[src/rtl/sm83_bus_ctl.sv]
// sm83_bus_ctl: T-state driven bus controller latching address/data and generating rd/wr/doe strobes.
// Define SM83_BUS_CHECKS_EN to include the input assumptions and strobe-consistency assertions.
module sm83_bus_ctl (
    input  logic        clk,
    input  logic        reset,
    input  logic        t1,
    input  logic        t2,
    input  logic        t3,
    input  logic        t4,
    input  logic        m1,
    input  logic        rd_req,
    input  logic        wr_req,
    input  logic [15:0] adr_in,
    input  logic [7:0]  dout,
    input  logic [7:0]  din,
    output logic [15:0] adr,
    output logic        rd,
    output logic        wr,
    output logic        doe,
    output logic [7:0]  dbus,
    output logic [7:0]  ir,
    output logic [7:0]  dl,
    output logic        busy
);
    typedef enum logic [1:0] {IDLE, READ, WRITE} state_t;
    state_t state;
    logic   fetch;
    logic   is_rd;
    always_comb is_rd = m1 || rd_req;
    always_ff @(posedge clk) begin
        if (reset) begin
            state <= IDLE;
            fetch <= 1'b0;
            adr   <= 16'h0000;
            dbus  <= 8'h00;
            ir    <= 8'h00;
            dl    <= 8'h00;
            rd    <= 1'b0;
            wr    <= 1'b0;
            doe   <= 1'b0;
            busy  <= 1'b0;
        end else begin
            if (t1) begin
                adr   <= adr_in;
                dbus  <= dout;
                fetch <= m1;
                state <= is_rd ? READ : wr_req ? WRITE : IDLE;
                busy  <= is_rd || wr_req;
                rd    <= is_rd;
                doe   <= !is_rd && wr_req;
                wr    <= 1'b0;
            end
            if (t2 && state == WRITE)
                wr <= 1'b1;
            // Read data is captured into ir for opcode fetches, dl otherwise.
            if (t3) begin
                rd <= 1'b0;
                wr <= 1'b0;
                if (state == READ && fetch)
                    ir <= din;
                if (state == READ && !fetch)
                    dl <= din;
            end
            if (t4) begin
                state <= IDLE;
                busy  <= 1'b0;
                doe   <= 1'b0;
            end
        end
    end
`ifdef SM83_BUS_CHECKS_EN
    always_ff @(posedge clk) begin
        if (!reset) begin
            assume ($onehot({t1, t2, t3, t4}));
            if (t1)
                assume (!(rd_req && wr_req && !m1));
            assert (!(rd && wr));
            assert (!doe || state == WRITE);
        end
    end
`endif
endmodule

[config.mk]
export PLATFORM = sky130hd
export DESIGN_NAME = sm83_bus_ctl
export DESIGN_NICKNAME = d
export VERILOG_FILES = /design/src/rtl/sm83_bus_ctl.sv
export SDC_FILE = /design/constraint.sdc
export NUM_CORES = 1
export LEC_CHECK = 0
export ABC_AREA = 1
export BUFFER_PORTS_ARGS = -buffer_cell sky130_fd_sc_hd__buf_2
export CAP_MARGIN = 30
export CORE_UTILIZATION = 40
export CTS_CLUSTER_DIAMETER = 80
export DETAILED_ROUTE_END_ITERATION = 10
export PLACE_DENSITY = 0.79
export SLEW_MARGIN = 10
export SYNTH_ARGS = -nofsm -noshare
export SYNTH_HDL_FRONTEND = slang
export SYNTH_SLANG_ARGS = --single-unit
[constraint.sdc]
create_clock -name clk -period 1.51 [get_ports clk]
set_input_delay 0.302 -clock clk [delete_from_list [all_inputs] [get_ports clk]]
set_output_delay 0.302 -clock clk [all_outputs]
set_load 0.02 [all_outputs]
; ---- Yosys cells after proc, flatten, opt, wreduce, memory -nomap -nowiden
; Cells that the tools add are included.
[word_totals]
reg_bits = 47
latchBits = 0
ram_bits = 0
mem_bits_ro = 0
in_bits = 41
wordCells = 29
mem_count = 0
[op_classes]
addsub = 0
n_mul = 0
div_mod_pow = 0
order_cmp = 0
n_eq_ne = 2
shifts = 0
mux = 4
n_bitwise = 0
reduce_logical = 13
[ops]
columns = cell, count
row1 = 1-bit logical AND, 4
row2 = 2-bit 2-to-1 mux, 2
row3 = 2-bit AND reduction, 2
row4 = 2-bit OR reduction, 2
row5 = "2-bit by 1-bit == test with 1-bit output, second input constant", 1
row6 = "2-bit == test, second input constant", 1
row7 = 1-bit logical NOT, 2
row8 = 1-bit logical OR, 2
row9 = 1-bit 2-to-1 mux, 2
row10 = 2-bit nonzero test, 1

; ---- Logic depth before layout (Yosys ltp)
; Gate-level depths: netlist of the first run.
[logic_depth]
depth_word = 3
mapped_depth = 6
mapped_depth_nobuf = 5

; ---- Worst setup path before layout of the first run
; Ideal clock, no wire load.
[synth_timing]
path_type = register -> register
from = register doe (netlist name)
to = register dl[4]
arrival_time_ns = 0.912
t_required_ns = 1.397
slack_ns = 0.486
stages_incl_launch_ff = 6
n_path_buf = 0
period_less_slack_ns = 1.024
path_cell_list = dfxtp_1 inv_2 nand2_2 nor2_8 nor2_1 nor2_1
[synth_lines]
columns = element, line
row1 = end signal: assignment, 62  ; dl <= din;
row2 = end: declaration, 22  ; output logic [7:0] dl,

; ---- Worst setup path after layout of the first run
[layout_timing]
from = register doe
to = output port doe
[layout_lines]
columns = element, line
row1 = start: declaration, 19  ; output logic doe,
row2 = start signal: assignment, 50  ; doe <= !is_rd && wr_req;
; No word-level cell between the ends.

==> metrics, run 1 <==
average instance area after synthesis=around 7.6 sq um; clock buffer depth=2; count of clock tree sinks=46; total overflow reported by the global router=0; Switching Fraction=0.264; row count=23; Worst Clk Skew=0.00619 ns; count of endpoints failing setup in the final report=0; cell chosen for the clock root=sky130_fd_sc_hd__clkbuf_8; CTS Hold Bufs=0; CP Data Arrival Time=0.98 ns; wire length of the first global-routing pass=roughly 6.4 mm; Slew @ Worst Pin=approximately 0.48 ns; Cells after DPL=362; Final Critical Period=1.28 ns; core area=~0.0041 sq mm; synthesized-area fraction occupied by and/or/nand/nor cells=0.323; final-report max-slew violation count=0; clock-pin transition on the worst setup and hold timing paths=0.08 ns; combinational power share=0.149; starting density of the core=0.430; number of antenna violations at the first check in global routing=0; register bit total from synthesis=46; number of maximum-capacitance violations=0; number of unique standard cell types used by synthesis=19; width of the chip=roughly 69 microns; count of TritonRoute iterations in the first routing pass=4; GRT Total Usage=0.180; Residual DRC=0; post-route total power=2.42 mW; Synth Area in Compound Gates=0.0900; cell-by-cell trace of the critical path=buf_2; IR drop worst, VDD=0.678 mV; Fin. Hold Viols=0; Hold Path Class=in -> reg; overall routed net length=about 4 mm; clock insertion delay at the later pin of the skew report=0.29 ns; number of warnings issued by yosys=0; clock buffer count from CTS=5; count of routing violations after the opening detailed-route iteration=108; CP Class=reg -> out; share of the synthesized netlist area taken by xor and xnor gates=0; largest family of logic cells by synthesized area=simple AND/OR/NAND/NOR gates; average wire per cell in the routed design=10.8 microns; number of standard cells in the layout, taps in and fillers out=370; HPWL reported at the end of detailed placement=about 3.0 mm; Syn Std Cell Area=0.00178 sq mm; crit-path max cell delay=0.47 ns; via count normalized by instance count=between 4 and 5; Setup Fix Bufs, Post-CTS=0; met1 layer usage reported by global route=0.223; fraction of final layout cells with drive strength greater than 1=0.347; overall die area=0.00472 sq mm; slowest stage cell, crit path=sky130_fd_sc_hd__dfxtp_1; power per cell area=1030 mW/mm^2; crit path capture type=output pin; net load switching power=639 uW; num ports=85; cell area reported after detailed placement=0.00225 sq mm; nets in the synthesized netlist=276; count of buffering cells on the critical path with inverters included=1; final design instance area without fill=0.00235 sq mm; area growth from synthesis to final layout=31.8%; GR Util met3=0.0477; sequential share of power=0.539; unrepaired setup endpoints after global routing=no; status=finished clean; ANT cells=0; TritonCTS clock tree=built; Placer Congestion=between 0.7 and 0.8; Internal Power=1.78 mW; net count reported at finish=360; count of port buffers added during placement=84; fraction of the mapped netlist area in adder cells=0; portion of the post-synthesis area used by sequential elements=0.517; die outline height=around 69 microns; most heavily used metal layer in global routing=met2; leakage power of the design=1.21 nW; CP Max Fanout=5; post-cts gate resize count=0; via count of the first global-routing pass=~1.5k; kind of cell adding the most delay to the critical path=flip-flops; CTS H-Tree Depth=2; period utilization=0.848; Setup Total Neg Slack=0 ns; Max Freq=0.781 GHz; mux contribution to synthesized area=0; vias post-DR=1732; fraction of power consumed by the clock network=0.312; residual antenna-violating net count after detailed routing=0; M2 GR Usage=0.305; pin count of the biggest net entering global routing=24; kind of launch point of the worst setup path=register; Synth Instances=235; CP Data Required Time=1.21 ns; Relative slew margins=0.678
-- Yosys cell counts --
master / number / area share
sky130_fd_sc_hd__o21ai_0: 22 / 0.062
sky130_fd_sc_hd__nor2_8: 1 / 0.011
sky130_fd_sc_hd__nor2_4: 3 / 0.019
sky130_fd_sc_hd__clkbuf_2: 2 / 0.0056
sky130_fd_sc_hd__and2_1: 1 / 0.0035
sky130_fd_sc_hd__buf_4: 1 / 0.0042
sky130_fd_sc_hd__dfxtp_1: 46 / 0.52
sky130_fd_sc_hd__nand2_1: 24 / 0.051
sky130_fd_sc_hd__inv_2: 4 / 0.0084
sky130_fd_sc_hd__inv_1: 12 / 0.025
sky130_fd_sc_hd__buf_6: 1 / 0.0063
sky130_fd_sc_hd__nand2_2: 2 / 0.0070
sky130_fd_sc_hd__nand3_1: 17 / 0.048
sky130_fd_sc_hd__o21ai_1: 4 / 0.011
sky130_fd_sc_hd__buf_2: 7 / 0.020
sky130_fd_sc_hd__nor2_1: 76 / 0.16
sky130_fd_sc_hd__nand2_4: 1 / 0.0063
sky130_fd_sc_hd__nor2_2: 5 / 0.018
sky130_fd_sc_hd__a21oi_1: 6 / 0.017
-- logic make-up after synthesis --
| logic type | count (synthesis) |
|---|---|
| AND/OR/NAND/NOR | 130 |
| flip-flops | 46 |
| AO/OA/AOI/OAI | 32 |
| buffers and inverters | 27 |
-- routing by layer --
metal | share of wire | vias to the layer above
met3 | 0.065 | 5
met5 | 0 | -
met4 | 0.010 | 0
met2 | 0.45 | 63
met1 | 0.48 | 763
li1 | - | 901
-- power groups by stage --
stage          registers, mW  logic [mW]  clock network [mW]
5_1_grt                 1.31       0.402               0.827
3_5_place_dp            1.33       0.363                   0
2_1_floorplan           1.40       0.150                   0
4_1_cts                 1.30       0.363               0.775
3_3_place_gp            1.33       0.355                   0
6_report                1.30       0.360               0.755
-- final timing paths --
kind	startpoint	to	slack, ns	cells after the start
setup / recovery	doe	doe	0.23	1
hold / removal	adr_in[14]	adr[14]	0.23	3
setup reg to reg	state[0]	ir[6]	0.43	5
hold reg to reg	wr	wr	0.46	2
-- through the flow --
| stage | hold WS [ns] | utilization | worst slack, ns |
|---|---|---|---|
| 2_1_floorplan | 0.437 | - | 0.486 |
| 3_3_place_gp | 0.454 | 0.544 | 0.448 |
| 3_5_place_dp | 0.453 | 0.544 | 0.407 |
| 4_1_cts | 0.225 | 0.566 | 0.221 |
| 5_1_grt | 0.220 | 0.566 | 0.176 |
| 6_report | 0.226 | 0.566 | 0.230 |
-- cell usage in the layout (no fill, tap or decap) --
| master | synthesis | final |
|---|---|---|
| sky130_fd_sc_hd__o21ai_1 | 4 | 4 |
| sky130_fd_sc_hd__clkbuf_8 | 0 | 6 |
| sky130_fd_sc_hd__dfxtp_1 | 46 | 46 |
| sky130_fd_sc_hd__nor2_1 | 76 | 76 |
| sky130_fd_sc_hd__buf_2 | 7 | 84 |
| sky130_fd_sc_hd__nand2_4 | 1 | 1 |
| sky130_fd_sc_hd__and2_1 | 1 | 1 |
| sky130_fd_sc_hd__buf_12 | 0 | 2 |
| sky130_fd_sc_hd__nand2_2 | 2 | 2 |
| sky130_fd_sc_hd__clkbuf_1 | 0 | 1 |
| sky130_fd_sc_hd__nand3_1 | 17 | 17 |
| sky130_fd_sc_hd__nor2_4 | 3 | 3 |
| sky130_fd_sc_hd__o21ai_0 | 22 | 22 |
| sky130_fd_sc_hd__nor2_8 | 1 | 1 |
| sky130_fd_sc_hd__a21oi_1 | 6 | 6 |
| sky130_fd_sc_hd__nor2_2 | 5 | 5 |
| sky130_fd_sc_hd__buf_4 | 1 | 2 |
| sky130_fd_sc_hd__inv_2 | 4 | 4 |
| sky130_fd_sc_hd__nand2_1 | 24 | 24 |
| sky130_fd_sc_hd__clkinv_2 | 0 | 1 |
| sky130_fd_sc_hd__inv_1 | 12 | 12 |
-- final cells by class --
type / instances / area [sq um]
fillers: 424 / 1800
repair buffers: 88 / 475
well taps: 50 / 62.6
inverters: 16 / 60.1
multi-input cells: 162 / 736
flip-flops and latches: 46 / 921
clock inverters: 1 / 5.00
clock buffers: 7 / 86.3
-- registers in the layout, indices dropped and copies added (netlist names) --
signal and cells:
fetch 1, doe 1, dbus 8, rd 1, ir 8, state 1
adr 16, dl 8, wr 1, busy 1
Note: power is estimated with default switching activity, not from simulation.
==> run 2, diff against run 1 <==
clock period = 1.35 ns   (was 1.51 ns; I/O delays follow)
==> run 2 against run 1 <==
Against the previous run: design area is 0.75% lower; register-to-register slack worse by 0.15 ns; critical path type unchanged; largest power group unchanged; worst hold slack worse by 0.036 ns; non-clock buffer count is 1 higher; utilization is 0.42 points lower; clock power is 12% higher; first-iteration DRC count is 13% lower.
==> metrics, run 2 (synthesized netlist as in run 1, its figures left out) <==
status=finished clean; TritonCTS clock tree=built; residual antenna-violating net count after detailed routing=0 (unchanged); CP Class=reg -> out; Setup Fix Bufs, Post-CTS=0 (unchanged); Hold Path Class=in -> reg; sequential cell area in the final layout=921 sq um (unchanged); width of the chip=68.7 microns (unchanged); GRT Total Usage=0.193 (+0.0127); Max Freq=0.817 GHz; count of buffering cells on the critical path with inverters included=1 (unchanged); HPWL reported at the end of detailed placement=3.10 mm (+3.6%); number of antenna violations at the first check in global routing=0 (unchanged); number of standard cells in the layout, taps in and fillers out=371 (+0.27%); pin count of the biggest net entering global routing=23 (-4.2%); Slew @ Worst Pin=0.398 ns (-0.0793 ns); kind of cell adding the most delay to the critical path=flip-flops; area growth from synthesis to final layout=30.8%; CP Data Arrival Time=0.95 ns (-0.03 ns); register containing the most flip-flops in the final layout=adr; starting density of the core=0.430 (unchanged); average wire per cell in the routed design=11.1 microns (+3.1%); unrepaired setup endpoints after global routing=no; crit path capture type=output pin; number of maximum-capacitance violations=0 (unchanged); final-report max-slew violation count=0 (unchanged); overall die area=0.00472 sq mm (unchanged); origin of the worst setup path=doe; leakage power of the design=1.20 nW (-0.36%); wire length of the first global-routing pass=6.74 mm (+5.3%); post-cts gate resize count=0 (unchanged); period utilization=0.907; area used by multi-input combinational logic=736 sq um (unchanged); count of port buffers added during placement=84 (unchanged); num ports=85 (unchanged); crit-path max cell delay=0.45 ns (-0.02 ns); Worst Clk Skew=0.00749 ns (+0.00131 ns); count of TritonRoute iterations in the first routing pass=4 (unchanged); cell-by-cell trace of the critical path=buf_2; clock buffer count from CTS=5 (unchanged); Crit Reg-Reg Startpoint=state[0]; die outline height=68.7 microns (unchanged); fraction of final layout cells with drive strength greater than 1=0.349 (+0.00203); most frequent cells in the layout=sky130_fd_sc_hd__buf_2, sky130_fd_sc_hd__nor2_1, sky130_fd_sc_hd__dfxtp_1; via count normalized by instance count=4.64 (-0.96%); row count=23 (unchanged); flip-flop count of the largest register after layout=16 (unchanged); CTS H-Tree Depth=2 (unchanged); core area=0.00414 sq mm (unchanged); vias post-DR=1720 (-0.69%); most common library cell in the layout ignoring fill and taps=sky130_fd_sc_hd__buf_2; Placer Congestion=0.755 (+4.7%); kind of launch point of the worst setup path=register; count of routing violations after the opening detailed-route iteration=94 (-13%); slowest stage cell, crit path=sky130_fd_sc_hd__dfxtp_1; overall routed net length=4.12 mm (+3.4%); ANT cells=0 (unchanged); CP Data Required Time=1.08 ns (-0.13 ns); clock insertion delay at the later pin of the skew report=0.30 ns (about the same); Relative slew margins=0.732 (+0.0534); fillers=432 (+1.9%); Residual DRC=0 (unchanged); CTS Hold Bufs=0 (unchanged); via count of the first global-routing pass=1620 (+5.5%); launch instance of the worst min-delay path=adr_in[5]; net count reported at finish=361 (+0.28%); total overflow reported by the global router=0 (unchanged); Setup Total Neg Slack=0 ns (unchanged); Final Critical Period=1.22 ns; CP Max Fanout=5 (unchanged); count of clock tree sinks=46 (unchanged); clock-pin transition on the worst setup and hold timing paths=0.08 ns (about the same); power per cell area=1160 mW/mm^2 (+13%); Fin. Hold Viols=0 (unchanged); count of endpoints failing setup in the final report=0 (unchanged); IR drop worst, VDD=0.751 mV (+11%); cell chosen for the clock root=sky130_fd_sc_hd__clkbuf_8; Cells after DPL=363 (+0.28%); clock buffer depth=2 (unchanged)
run 2: through the flow:
step           power [mW]  setup WS, ns  cell area [sq um]   util  hold slack [ns]
2_1_floorplan        1.73         0.326               1780      -            0.405
3_3_place_gp         1.88         0.311               2240  0.540            0.452
3_5_place_dp         1.89         0.288               2240  0.540            0.453
4_1_cts              2.74         0.111               2330  0.562            0.184
5_1_grt              2.83        0.0909               2330  0.562            0.185
6_report             2.70         0.126               2330  0.562            0.190
run 2: final cells by class:
type / count / area share
Clock buffer: 7 / 0.0371
Inverter: 16 / 0.0258
Timing Repair Buffer: 89 / 0.197
Multi-Input combinational cell: 162 / 0.316
Tap cell: 50 / 0.0269
Clock inverter: 1 / 0.00215
Sequential cell: 46 / 0.395
run 2: worst paths after layout:
check,endpoint,slack [ns],cells after the start
min reg2reg,wr,0.46,2
min,adr[5],0.19,3
max,doe,0.13,1
max reg2reg,dl[2],0.28,5
run 2: per-layer routing:
metal	track usage	up-vias	part of all wire
met5	0	-	0
met4	0.0765	0	0.016
met3	0.0526	8	0.074
met2	0.336	63	0.45
met1	0.222	751	0.46
li1	-	898	-
run 2: report_power, final:
part | internal [mW] | total (mW) | switching [mW]
sequential | 1.42 | 1.46 | 0.0343
combinational | 0.149 | 0.397 | 0.248
clock | 0.413 | 0.848 | 0.435
